<file path="src/rtl/en_greater_less.sv">
// ============================================================================
// Module      : en_greater_less
// Description : Registered unsigned magnitude comparator with enable, built
//               as an MSB-to-LSB bit-slice cascade.
// Revision    : 1.0
// ============================================================================
`default_nettype none

module en_greater_less #(
    parameter int WIDTH = 8
) (
    input  logic [WIDTH-1:0] a,
    input  logic [WIDTH-1:0] b,
    output logic [5:0]       s,
    input  logic             EN,
    input  logic             clk,
    input  logic             rst
);

    localparam logic [5:0] c_FLAGS_CLEAR = 6'b000000;

    // Index WIDTH is the cascade seed: nothing decided yet, operands "equal so far".
    logic [WIDTH:0] w_gt;
    logic [WIDTH:0] w_lt;
    logic [WIDTH:0] w_eq;
    logic [5:0]     w_flags;
    logic [5:0]     r_s;

    assign w_gt[WIDTH] = 1'b0;
    assign w_lt[WIDTH] = 1'b0;
    assign w_eq[WIDTH] = 1'b1;

    // A slice only resolves the order when every more significant bit matched.
    generate
        for (genvar i = WIDTH - 1; i >= 0; i--) begin : g_slice
            assign w_gt[i] = w_gt[i+1] | (w_eq[i+1] &  a[i] & ~b[i]);
            assign w_lt[i] = w_lt[i+1] | (w_eq[i+1] & ~a[i] &  b[i]);
            assign w_eq[i] = w_eq[i+1] & ~(a[i] ^ b[i]);
        end
    endgenerate

    assign w_flags = {~w_eq[0],
                      w_lt[0] | w_eq[0],
                      w_gt[0] | w_eq[0],
                      w_eq[0],
                      w_lt[0],
                      w_gt[0]};

    always_ff @(posedge clk) begin
        if (rst) begin
            r_s <= c_FLAGS_CLEAR;
        end else if (EN) begin
            r_s <= w_flags;
        end else begin
            r_s <= c_FLAGS_CLEAR;
        end
    end

    assign s = r_s;

endmodule

`default_nettype wire

</file>
<file path="config.mk">
export PLATFORM = sky130hd
export DESIGN_NAME = en_greater_less
export DESIGN_NICKNAME = d
export VERILOG_FILES = /design/src/rtl/en_greater_less.sv
export SDC_FILE = /design/constraint.sdc
export NUM_CORES = 1
export LEC_CHECK = 0
export ABC_AREA = 1
export BUFFER_PORTS_ARGS = -buffer_cell sky130_fd_sc_hd__buf_2
export CORE_MARGIN = 3
export CORE_UTILIZATION = 40
export CTS_CLUSTER_DIAMETER = 50
export DETAILED_ROUTE_END_ITERATION = 10
export HOLD_SLACK_MARGIN = 0.12
export PLACE_DENSITY = 0.73
export REMOVE_ABC_BUFFERS = 1
export SLEW_MARGIN = 25
export SYNTH_ARGS = -nofsm -noshare
export SYNTH_HDL_FRONTEND = slang
export SYNTH_SLANG_ARGS = --single-unit
</file>
<file path="constraint.sdc">
create_clock -name clk -period 2.9 [get_ports clk]
set_clock_uncertainty 0.1 [all_clocks]
set_input_delay 0.58 -clock clk [delete_from_list [all_inputs] [get_ports clk]]
set_output_delay 0.58 -clock clk [all_outputs]
set_load 0.005 [all_outputs]
</file>
== Word-level counts from Yosys, hierarchy flattened ==
Index checks and enable logic that the tools add are counted.

* Latch bits: 0
* Word-level logic and storage cells: 89
* Register bits: 6
* ROM bits: 0
* Input port bits: 19
* Bits in writable memories: 0
* Output and inout bits: 6
* Memories: 0

* $add $sub $neg: 0
* Mux-type cells: 0
* Multiply operators: 0
* Shifts and indexed selects: 0
* Order comparisons: 0
* Divide/modulo/power cells: 0
* Equal/unequal tests: 0
* Reductions and logical operators: 1
* Bitwise gates (word level): 87

{| class="wikitable"
|+ Operators with widths
! kind !! count
|-
| $and A1 B1 Y1 || 37
|-
| $not A1 Y1 || 26
|-
| $or A1 B1 Y1 || 16
|-
| $xor A1 B1 Y1 || 8
|-
| $reduce_or A2 Y1 || 1
|}

== Depth between registers and ports, before layout ==
* Depth after elaboration: 12
* Mapped depth: 11
* Depth with buffers taken out: 11

== Worst setup path after synthesis ==
Ideal clock, no wire load.

* Path type: input to register
* Start point: in a[7]
* End point: reg r_s[5], in the netlist s[5]
* Slack: 1.100 ns
* Required time: 2.691 ns
* Library setup time: 0.109 ns
* Arrival: 1.591 ns
* Stages: 11
* Path buffers: 0
* Path through: inv_1 ha_1 nand2_2 nor2_4 nand3_2 nor2_4 nand2_2 nor2_4 nand3_2 nand2_1 inv_1

* Word-level cells in the longest chain between the ends: 10

{| class="wikitable"
|+ Ends and longest elaborated chain
! item !! RTL line !! RTL
|-
| start: declaration || 12 || <nowiki>input logic [WIDTH-1:0] a,</nowiki>
|-
| $xor A1 B1 Y1 || 38 || <nowiki>assign w_eq[i] = w_eq[i+1] & ~(a[i] ^ b[i]);</nowiki>
|-
| $not A1 Y1 || 38 ||
|-
| $and A1 B1 Y1 (7 in a row) || 38 ||
|-
| $not A1 Y1 || 42 || <nowiki>assign w_flags = {~w_eq[0],</nowiki>
|-
| end signal: assignment || 51 || <nowiki>r_s <= c_FLAGS_CLEAR;</nowiki>
|-
| end signal: assignment || 53 || <nowiki>r_s <= w_flags;</nowiki>
|-
| end signal: assignment || 55 || <nowiki>r_s <= c_FLAGS_CLEAR;</nowiki>
|-
| end: declaration || 27 || <nowiki>logic [5:0] r_s;</nowiki>
|}

No other way between the ends.
A chain may end at the register's enable or synchronous reset.

== Worst setup path in the final report ==
Same ends and word-level chain as after synthesis.

==> out/qor.csv <==
metric,value,unit
Port Buffer Count,24,
synth unique cells,15,
Required @ worst endpoint,2.93,ns
Post-synth EDFFs,0,
total negative slack,0,ns
Final Net Count,145,
period utilisation layout,0.595,
Crit path top cell by count,nor2_4,
Int Power,164,uW
"Arr. time, crit path",1.76,ns
final number of max-transition violations,0,
hold_buf cts,0,
initial antenna violation count,0,
Peak supply drop,0.110,mV
hpwl dp,959,microns
Overflow after GRT,0,
switching power total,70.6,uW
CTS tree,yes,
Synth Flop Type,dfxtp_1,
Async SR Flop Fraction,0,
P per Cell Area,318,nW/um^2
Mapped Cells,95,
Setup CP Type,primary input to flop,
number of setup buffers added after CTS,0,
crit-path leading delay family,simple AND/OR/NAND/NOR gates,
top-area cell type share of the netlist area,0.209,
cell with the most instances after synthesis,inv_1,
Clk pwr share,0.310,
outcome,"complete, no violations",
Vert. Die Dim,43.9,microns
"Reg clk slew, reported paths",0.04,ns
Clock Path Buffers,2,
H-tree levels,1,
final worst path period need,1.72,ns
largest net degree at the start of global routing,6,
ANT nets after route,0,
Core Footprint,1320,sq um
# DRC,0,
"Design Area, Final",737,sq um
# setup viols final,0,
global-route wire length before repair,1900,microns
CP max FO,5,
min-delay worst type,primary input to flop,
fraction of layout cells with a size suffix above 1,0.352,
Gate power share,0.316,
sw frac,0.301,
crit end category,flop,
YS warnings,0,
slowest cell on the critical path,ha_1,
die footprint,1930,sq um
initial core utilization,0.437,
number of global-route vias before repair,520,
I/O pin total,25,
Routed Wire Length,1030,microns
Layout area overhead,28.0,%
area post-placement,714,sq um
final hold vios,0,
Min Hold Slack,0.545,ns
actual slew at the worst max-slew pin,0.321,ns
drt wl/cell,7.50,microns
via count,580,
number of diodes,0,
synthesized flop and latch total,6,
total power,234,uW
CP cell instances,buf_2 > inv_1 > ha_1 > nand2_2 > nor2_4 > nand3_2 > nor2_4 > nand2_2 > nor2_4 > nand3_2 > nand2_1 > inv_1,
cts bufs inserted,3,
unrepaired setup endpoints after global routing,no,
Max-slew headroom,0.785,
max reg flops,6,
share of power burned in registers,0.374,
Max Cap Viol,0,
clk sinks,6,
Die Wd,43.9,microns
TritonRoute pass-1 iters,4,
row count,13,
Root Driver,clkbuf_4,
Synth area leader,dfxtp_1,
Area contributors post-synth,"dfxtp_1 21%, inv_1 17%, nor2_1 12%",
Layout Utilization,0.559,
CP peak stage delay,0.33,ns
gr usage total,0.124,
initial drt markers,8,
Post-Syn Area,576,sq um
GP Congestion,0.690,
crit path buf inv count,3,
post_cts resized,0,
Synth Area per Inst,6.06,sq um
via/cell ratio,4.23,
top post-synthesis cells by count,"26 x inv_1, 18 x nor2_1, 13 x nand2_1",
startpoint types,primary input,
Max Freq,580,MHz
P_leak,0.463,nW
sequential cell area fraction in the yosys report,0.209,
## cell usage in the layout, fill, tap and decap left out, types with 2 or more instances in the layout
cell type   n
buf_2      24
nor2_1     18
nand4_1     2
nor2_4      5
nand2_1    13
o21bai_1    2
clkbuf_4    3
nand3_1     9
dfxtp_1     6
nand2_2     4
nor2_2      2
inv_1      26
nand3_2     3
ha_1        2
## stage by stage
step           setup slack (ns)  cells
6_report                   1.18    137
5_1_grt                    1.02    137
4_1_cts                    1.17    137
3_5_place_dp              0.919    134
3_3_place_gp              0.964    134
2_1_floorplan              1.10     95
## final cells by class
cell class	count	area, sq um
Sequential cell	6	120
Fill cell	137	581
Clock buffer	3	22.5
Inverter	28	105
Multi-Input combinational cell	61	350
Tap cell	15	18.8
Timing Repair Buffer	24	120
## worst paths after layout
path | from | end | cells after the start
worst min-delay path | rst | s[5]$_SDFF_PP0_ | 4
worst max-delay path | a[7] | s[5]$_SDFF_PP0_ | 12
## routing by layer
metal	vias to the layer above	global-route usage	routed length, microns
li1	336	-	-
met1	232	0.156	457
met2	12	0.218	517
met3	0	0.00415	52
met4	0	0.0542	0
met5	-	0	0
## power by group through the flow
stage,registers [mW],logic (mW),clock network [mW]
final,0.0877,0.0740,0.0727
after global routing,0.0879,0.0858,0.0792
after CTS,0.0877,0.0750,0.0772
after detailed placement,0.0891,0.0747,0
after global placement,0.0890,0.0728,0
after floorplan,0.0900,0.0495,0
## cells by family after synthesis
kind of cell / synth area share
simple gates: 0.539
buf+inv: 0.183
flops: 0.209
compound gates: 0.0261
fa+ha+maj: 0.0435
(Power assumes the default switching activity.)
